===== src/rtl/div_share_ctrl.sv =====
// Shared sequential divider with two round-robin requesters.
// One quotient bit per cycle, fixed latency, signed/unsigned by parameter.
module div_share_ctrl #(
    parameter int a_width  = 16,
    parameter int b_width  = 8,
    parameter int tc_mode  = 0,
    parameter int rem_mode = 1
) (
    input  logic               clk,
    input  logic               rst,
    input  logic [1:0]         req_valid,
    output logic [1:0]         req_ready,
    input  logic [a_width-1:0] req_a0,
    input  logic [a_width-1:0] req_a1,
    input  logic [b_width-1:0] req_b0,
    input  logic [b_width-1:0] req_b1,
    output logic               rsp_valid,
    input  logic               rsp_ready,
    output logic               rsp_id,
    output logic [a_width-1:0] quotient,
    output logic [b_width-1:0] remainder,
    output logic               divide_by_0,
    output logic               busy
);

    localparam int cnt_w = $clog2(a_width + 1);
    localparam bit tc = (tc_mode != 0);
    localparam bit rm = (rem_mode != 0);

    typedef enum logic [1:0] {
        IDLE,
        CALC,
        DONE
    } state_t;

    state_t             state;
    logic               last_grant;
    logic               gnt_idx;
    logic               accept;
    logic [a_width-1:0] sel_a;
    logic [b_width-1:0] sel_b;
    logic               sa_in;
    logic               sb_in;
    logic [a_width-1:0] mag_a;
    logic [b_width-1:0] mag_b;
    logic [a_width-1:0] dz_q;

    logic               sa_r;
    logic               sb_r;
    logic [b_width-1:0] b_r;
    logic [b_width-1:0] bm_r;
    logic [a_width-1:0] q_r;
    logic [b_width-1:0] r_r;
    logic [cnt_w-1:0]   cnt;

    logic [b_width:0]   shifted;
    logic [b_width:0]   diff;
    logic               ge;
    logic [a_width-1:0] q_nxt;
    logic [b_width-1:0] r_nxt;
    logic [a_width-1:0] q_fin;
    logic [b_width-1:0] r_rem;
    logic [b_width-1:0] r_mod;
    logic [b_width-1:0] r_fin;

    // Tie goes to whoever was not served last.
    always_comb begin
        accept  = (state == IDLE) && (req_valid != 2'b00);
        gnt_idx = req_valid[1] & (~req_valid[0] | ~last_grant);
        req_ready = 2'b00;
        if (accept) req_ready = gnt_idx ? 2'b10 : 2'b01;
        sel_a = gnt_idx ? req_a1 : req_a0;
        sel_b = gnt_idx ? req_b1 : req_b0;
        sa_in = tc & sel_a[a_width-1];
        sb_in = tc & sel_b[b_width-1];
        mag_a = sa_in ? -sel_a : sel_a;
        mag_b = sb_in ? -sel_b : sel_b;
        dz_q  = '1;
        if (tc) begin
            dz_q = sel_a[a_width-1] ? {1'b1, {(a_width-1){1'b0}}}
                                    : {1'b0, {(a_width-1){1'b1}}};
        end
    end

    // Restoring step plus sign fix-up applied on the final bit.
    always_comb begin
        shifted = {r_r, q_r[a_width-1]};
        diff    = shifted - {1'b0, bm_r};
        ge      = ~diff[b_width];
        r_nxt   = ge ? diff[b_width-1:0] : shifted[b_width-1:0];
        q_nxt   = {q_r[a_width-2:0], ge};
        q_fin   = (sa_r ^ sb_r) ? -q_nxt : q_nxt;
        r_rem   = sa_r ? -r_nxt : r_nxt;
        r_mod   = r_nxt;
        if (sa_r && sb_r)  r_mod = -r_nxt;
        else if (sa_r)     r_mod = b_r - r_nxt;
        else if (sb_r)     r_mod = b_r + r_nxt;
        r_fin = r_nxt;
        if (r_nxt != '0) r_fin = rm ? r_rem : r_mod;
    end

    always_ff @(posedge clk or posedge rst) begin
        if (rst) begin
            state       <= IDLE;
            last_grant  <= 1'b1;
            rsp_valid   <= 1'b0;
            rsp_id      <= 1'b0;
            quotient    <= '0;
            remainder   <= '0;
            divide_by_0 <= 1'b0;
            busy        <= 1'b0;
            sa_r        <= 1'b0;
            sb_r        <= 1'b0;
            b_r         <= '0;
            bm_r        <= '0;
            q_r         <= '0;
            r_r         <= '0;
            cnt         <= '0;
        end else begin
            unique case (state)
                IDLE: begin
                    if (accept) begin
                        rsp_id     <= gnt_idx;
                        last_grant <= gnt_idx;
                        busy       <= 1'b1;
                        sa_r       <= sa_in;
                        sb_r       <= sb_in;
                        b_r        <= sel_b;
                        bm_r       <= mag_b;
                        q_r        <= mag_a;
                        r_r        <= '0;
                        cnt        <= cnt_w'(a_width - 1);
                        if (sel_b == '0) begin
                            state       <= DONE;
                            rsp_valid   <= 1'b1;
                            quotient    <= dz_q;
                            remainder   <= sel_a[b_width-1:0];
                            divide_by_0 <= 1'b1;
                        end else begin
                            state <= CALC;
                        end
                    end
                end
                CALC: begin
                    q_r <= q_nxt;
                    r_r <= r_nxt;
                    cnt <= cnt - cnt_w'(1);
                    if (cnt == '0) begin
                        state       <= DONE;
                        rsp_valid   <= 1'b1;
                        quotient    <= q_fin;
                        remainder   <= r_fin;
                        divide_by_0 <= 1'b0;
                    end
                end
                DONE: begin
                    if (rsp_ready) begin
                        state     <= IDLE;
                        rsp_valid <= 1'b0;
                        busy      <= 1'b0;
                    end
                end
                default: state <= IDLE;
            endcase
        end
    end

endmodule

===== config.mk =====
export PLATFORM = sky130hd
export DESIGN_NAME = div_share_ctrl
export DESIGN_NICKNAME = d
export VERILOG_FILES = /design/src/rtl/div_share_ctrl.sv
export SDC_FILE = /design/constraint.sdc
export NUM_CORES = 1
export LEC_CHECK = 0
export BUFFER_PORTS_ARGS = -buffer_cell sky130_fd_sc_hd__buf_2
export CORE_MARGIN = 1
export CORE_UTILIZATION = 50
export CTS_CLUSTER_DIAMETER = 120
export CTS_CLUSTER_SIZE = 12
export DETAILED_ROUTE_END_ITERATION = 8
export PLACE_DENSITY_LB_ADDON = 0.2
export SYNTH_ARGS = -nofsm -noshare
export SYNTH_HDL_FRONTEND = slang
export SYNTH_SLANG_ARGS = --single-unit

===== constraint.sdc =====
create_clock -name clk -period 7 [get_ports clk]
set_input_delay 0.7 -clock clk [delete_from_list [all_inputs] [get_ports clk]]
set_output_delay 0.7 -clock clk [all_outputs]
set_load 0.03 [all_outputs]

==> reports/metrics.cfg, run 1 <==
[run_status]
run_status=finished, final reports clean

[route]
drtPass1Iterations=5
routedWlPerCell_um=15.5
vias=3288
wl_um=8970
ant_nets=0
viasPerCell=5.70
dr.first_iter.drc_count=158
drc=0

[cells_and_area]
instances_no_fill=577
layout.nets=541
drive_above_1_share_pct=23.7
diodes=0
fin_area_mm2=0.00433
final_cell_mix=82 x buf_2, 67 x dfrtp_1, 53 x nand2_1
final_common_cell=buf_2
syn_to_final_growth_pct=18.4

[synthesis]
synth_fp_nets=465
ys_ff_latch=68
synth_mux_area_share_pct=5.17
netlist_area_mm2=0.00366
yosys-top-cells-area=dfrtp_1 46%, nand2_1 5.4%, nor2_1 4.7%
synth_top_cell_by_area=dfrtp_1
avgSynthCellArea_um2=9.12
yosysWarnings=0
ys_seq_area_share_pct=46.6
synth-xor-area-share_pct=1.44
async_flop_share_pct=100
synth_cell_types=55
synth_edf_count=0
synth_simple_gate_area_share_pct=15.5
synth_ff_type=dfrtp_1
synth_top_family_by_area=compound AO/OA/AOI/OAI gates
yosys.area_share.adder_pct=3.97
synth_compound_area_share_pct=22.3
synth_cells=401
post-synth-top-area-fraction_pct=45.9

[power]
p_leak_nw=2.06
p_per_area_mw_per_mm2=508
ir_drop_uv=196

[clock_tree]
worst_skew_pair.late_latency_ns=0.33
cts_made_buffers=9
cts_setup_buffers=0
clockBufferDepth=2
post_cts_resized=0
clock-sinks=68
hold_buffers=0
cts.htree.levels=3
cts_tree=built
cts-root-buf=clkbuf_8
clk_pin_slew_ns=0.07

[floorplanning]
start_util_pct=52.6
coreArea_mm2=0.00694
fp-row-count=30
dieArea_mm2=0.00766
ios=83
die_w_um=87.5
die_y_um=87.5

[timing]
hold_viol_final=0
tns_ns=0
holdWs_ns=0.481
setup_violations=0
slew_headroom_pct=34.9
clock-skew-final_ns=0.00943
post-route-period-util_pct=46.5
worst_pin_slew_ns=0.977
rsz0062_at_grt=false
maxSlewViolCount=0
period_minus_slack_ns=3.26
fmax_mhz=307

[placed_design]
postPlaceCellArea_mm2=0.00414
dp_hpwl_um=6490
portBuffers=82
gpl.final_weighted_congestion=0.828
dp.cells=562

[global_routing]
grt_pass1_wl_um=14500
gr-total-overflow=0
grt_usage_pct=24.9
grt_max_degree=69
grt_pass1_vias=3064
antenna_found_initial=0

[critical_path]
startpoint_type=register
setup.worst_path.start=state[1]
critical_path.max_fanout=24
timing.rr.start=q_r[15]
r2r_cells=10
crit_required_ns=6.30
criticalPathCategory=register to output port
worstPathArrival_ns=2.56
crit_path_end_kind=output port

[run]
cap_violations=0

[min_path]
hp-start=q_r[10]
whs_path_depth=1
hold_class=register to register

## worst max-delay path: stages (launching register included)
cell and delay (ns):
dfrtp_1 0.61, nor2_1 0.47, nand2_1 0.53, nor2_1 0.35
buf_2 0.25
## synthesized netlist by cell type, types with 5 or more instances
cell type and count:
nand3_1 5, a22oi_1 8, a31oi_1 5, ha_1 10, clkbuf_1 14, inv_1 20
nor4_1 6, dfrtp_1 67, a211o_1 6, nand2_1 53, xnor2_1 5, o21ai_0 29
a21o_1 13, a21oi_1 26, mux2i_1 16, nor2_1 46, a311oi_1 7
## registers in the layout (all words and copies together), names as in the netlist
| signal | flops |
|---|---|
| rsp_valid | 1 |
| cnt | 5 |
| remainder | 8 |
| rsp_id | 1 |
| r_r | 8 |
| divide_by_0 | 1 |
| bm_r | 8 |
| quotient | 16 |
| state | 2 |
| q_r | 16 |
| busy | 1 |
| last_grant | 1 |
## through the flow
| step | util (%) | total power, W | setup slack [ns] |
|---|---|---|---|
| 4_1_cts | 62.4 | 0.00221 | 3.76 |
| 6_report | 62.4 | 0.00220 | 3.74 |
| 5_1_grt | 62.4 | 0.00238 | 3.43 |
| 2_1_floorplan | - | 0.00161 | 4.41 |
| 3_3_place_gp | 59.6 | 0.00185 | 3.96 |
| 3_5_place_dp | 59.6 | 0.00189 | 3.80 |
## per-layer routing
layer	track usage, %	part of all wire (%)	vias up
met1	33.8	47	1588
met4	8.20	0.46	0
met5	0	0	-
met3	3.79	4.6	4
li1	-	-	1588
met2	41.1	48	108
## where the power goes
part	leakage [nW]	internal, W	switching [W]
registers	0.769	0.000580	0.000125
clock network	0.0979	0.000170	0.000142
logic	1.19	0.000467	0.000715
## cells by family after synthesis
family          Yosys count
compound gates          123
xor+xnor                  6
fa+ha+maj                11
buf+inv                  45
flops                    68
mux                      18
simple gates            130
## layout make-up
cell class	count	area, um^2
clock inverter	5	52.6
timing repair buffer	89	463
inverter	21	78.8
sequential	68	1700
multi-input combinational	288	1780
clock buffer	10	138
tap	96	120
fill	607	2610
## worst paths after layout
check / slack [ns] / to
max reg2reg: 4.16 / remainder[3]
max in group asynchronous: 5.83 / bm_r[5]
max: 3.74 / req_ready[1]
min in group asynchronous: 0.61 / quotient[12]
min reg2reg: 0.48 / q_r[10]
min: 0.48 / q_r[10]
Note: power is estimated with default switching activity, not from simulation.
==> run 2, diff against run 1 <==
clock period = 3.2 ns   (was 7 ns; I/O delays follow)
==> reports/metrics.cfg, run 2 (synthesized netlist as in run 1, its figures left out) <==
[run_status]
run_status=finished, final reports clean  ; unchanged

[cells_and_area]
final_cell_mix=82 x buf_2, 67 x dfrtp_1, 53 x nand2_1  ; unchanged
layout.nets=546  ; was 541
fin_area_mm2=0.00437  ; was 0.00433 mm^2
syn_to_final_growth_pct=19.5  ; was 18.4%
diodes=0  ; unchanged
reg.largest.list=q_r x16, quotient x16  ; unchanged
instances_no_fill=581  ; was 577
drive_above_1_share_pct=24.1  ; was 23.7%
final_common_cell=buf_2  ; unchanged

[power]
p_leak_nw=2.08  ; was 2.06 nW
p_int_w=0.00270  ; was 0.00122 W
comb_power_share_pct=53.9  ; was 53.7%
p_sw_w=0.00215  ; was 0.000983 W
swShare_pct=44.3  ; was 44.7%
sequentialPowerShare_pct=31.5  ; was 32.1%
ir_drop_uv=405  ; was 196 uV
p_per_area_mw_per_mm2=1110  ; was 508 mW/mm^2
power_frac_clock_pct=14.6  ; was 14.2%

[global_routing]
grt_usage_pct=25.9  ; was 24.9%
grt_max_degree=44  ; was 69
grt_pass1_vias=3154  ; was 3064
gr-total-overflow=0  ; unchanged
antenna_found_initial=0  ; unchanged
grt_pass1_wl_um=15000  ; was 14500 um

[critical_path]
cp_slowest_cell=nor2_2  ; was dfrtp_1
slowest_delay_ns=0.48  ; was 0.61 ns
criticalPathCategory=register to register  ; was register to output port
crit_path_cell_trace=inv_1 > ha_1 > inv_1 > fa_1 > a211oi_2 > nor3_2 > mux2i_2 > nor2_2 > nor3_1 > o32a_1  ; was nor2_1 > nand2_1 > nor2_1 > buf_2
cpMostUsedCell=inv_1  ; was nor2_1
crit_required_ns=3.43  ; was 6.30 ns
crit_path_end_kind=register  ; was output port
startpoint_type=register  ; unchanged
worstPathArrival_ns=3.01  ; was 2.56 ns
critical_path.max_fanout=11  ; was 24

[route]
routedWlPerCell_um=15.6  ; was 15.5 um
dr.first_iter.drc_count=166  ; was 158
drc=0  ; unchanged
vias=3202  ; was 3288
viasPerCell=5.51  ; was 5.70
wl_um=9090  ; was 8970 um
drtPass1Iterations=4  ; was 5
ant_nets=0  ; unchanged

[clock_tree]
clock-sinks=68  ; unchanged
cts_tree=built  ; unchanged
cts_made_buffers=9  ; unchanged
worst_skew_pair.late_latency_ns=0.35  ; was 0.33 ns
post_cts_resized=0  ; unchanged
clk_pin_slew_ns=0.07  ; about the same
clockBufferDepth=2  ; unchanged
cts-root-buf=clkbuf_8  ; unchanged
cts_setup_buffers=0  ; unchanged
hold_buffers=0  ; unchanged
cts.htree.levels=3  ; unchanged

[timing]
tns_ns=0  ; unchanged
setup_violations=0  ; unchanged
maxSlewViolCount=0  ; unchanged
worst_pin_slew_ns=0.687  ; was 0.977 ns
slew_headroom_pct=54.1  ; was 34.9%
rsz0062_at_grt=false  ; unchanged
holdWs_ns=0.0206  ; was 0.481 ns
post-route-period-util_pct=87.0
hold_viol_final=0  ; unchanged
period_minus_slack_ns=2.78
fmax_mhz=359
clock-skew-final_ns=0.00922  ; was 0.00943 ns

[floorplanning]
ios=83  ; unchanged
fp-row-count=30  ; unchanged
die_w_um=87.5  ; unchanged
start_util_pct=52.6  ; unchanged
dieArea_mm2=0.00766  ; unchanged
coreArea_mm2=0.00694  ; unchanged
die_y_um=87.5  ; unchanged

[placed_design]
portBuffers=82  ; unchanged
postPlaceCellArea_mm2=0.00418  ; was 0.00414 mm^2
dp.cells=567  ; was 562
gpl.final_weighted_congestion=0.849  ; was 0.828
dp_hpwl_um=6620  ; was 6490 um

[min_path]
hold_class=input port to asynchronous set/reset pin  ; was register to register

[run]
cap_violations=0  ; unchanged

==> run 2: area by class of cell <==
type | instances | area, um^2
tap | 96 | 120
timing repair buffer | 94 | 500
fill | 611 | 2580
clock buffer | 12 | 155
inverter | 21 | 78.8
sequential | 68 | 1700
clock inverter | 2 | 35.0
multi-input combinational | 288 | 1780
==> run 2: path summary, 6_finish.rpt <==
path	depth (start not counted)	start	end	slack, ns
setup reg to reg	10	q_r[15]	remainder[5]	0.42
max in group asynchronous	3	rst	r_r[4]	2.21
setup / recovery	10	q_r[15]	remainder[5]	0.42
hold / removal	2	rst	quotient[12]	0.02
min in group clk	4	rsp_ready	rsp_valid	0.28
hold reg to reg	1	rsp_id	rsp_id	0.48
==> run 2: power groups by stage <==
stage / Sequential, W / Combinational, W / Clock, W
3_3_place_gp: 0.00153 / 0.00254 / 0
4_1_cts: 0.00152 / 0.00262 / 0.000715
6_report: 0.00153 / 0.00262 / 0.000706
5_1_grt: 0.00158 / 0.00290 / 0.000749
3_5_place_dp: 0.00154 / 0.00260 / 0
2_1_floorplan: 0.00177 / 0.00176 / 0
==> run 2: per-stage QoR <==
stage          utilization [%]  worst slack, ns  total power (W)
5_1_grt                   62.9            0.244          0.00523
2_1_floorplan                -            0.739          0.00352
3_3_place_gp              60.2            0.543          0.00406
3_5_place_dp              60.2            0.426          0.00414
4_1_cts                   62.9            0.402          0.00486
6_report                  62.9            0.416          0.00485
==> run 2: critical path, delay by kind of cell, from the launching register on <==
family | cells | cell delay [ns]
DFF | 1 | 0.36
buffers and inverters | 2 | 0.15
AOI/OAI and AO/OA | 2 | 0.67
muxes | 1 | 0.19
adders and majority gates | 2 | 0.59
and+or+nand+nor | 3 | 0.71
==> run 2: layer usage <==
metal	track usage [%]	vias up	wire length, um
met5	0	-	0
met4	8.94	0	96
met3	4.74	9	439
met2	40.6	98	4160
met1	36.2	1512	4400
li1	-	1583	-
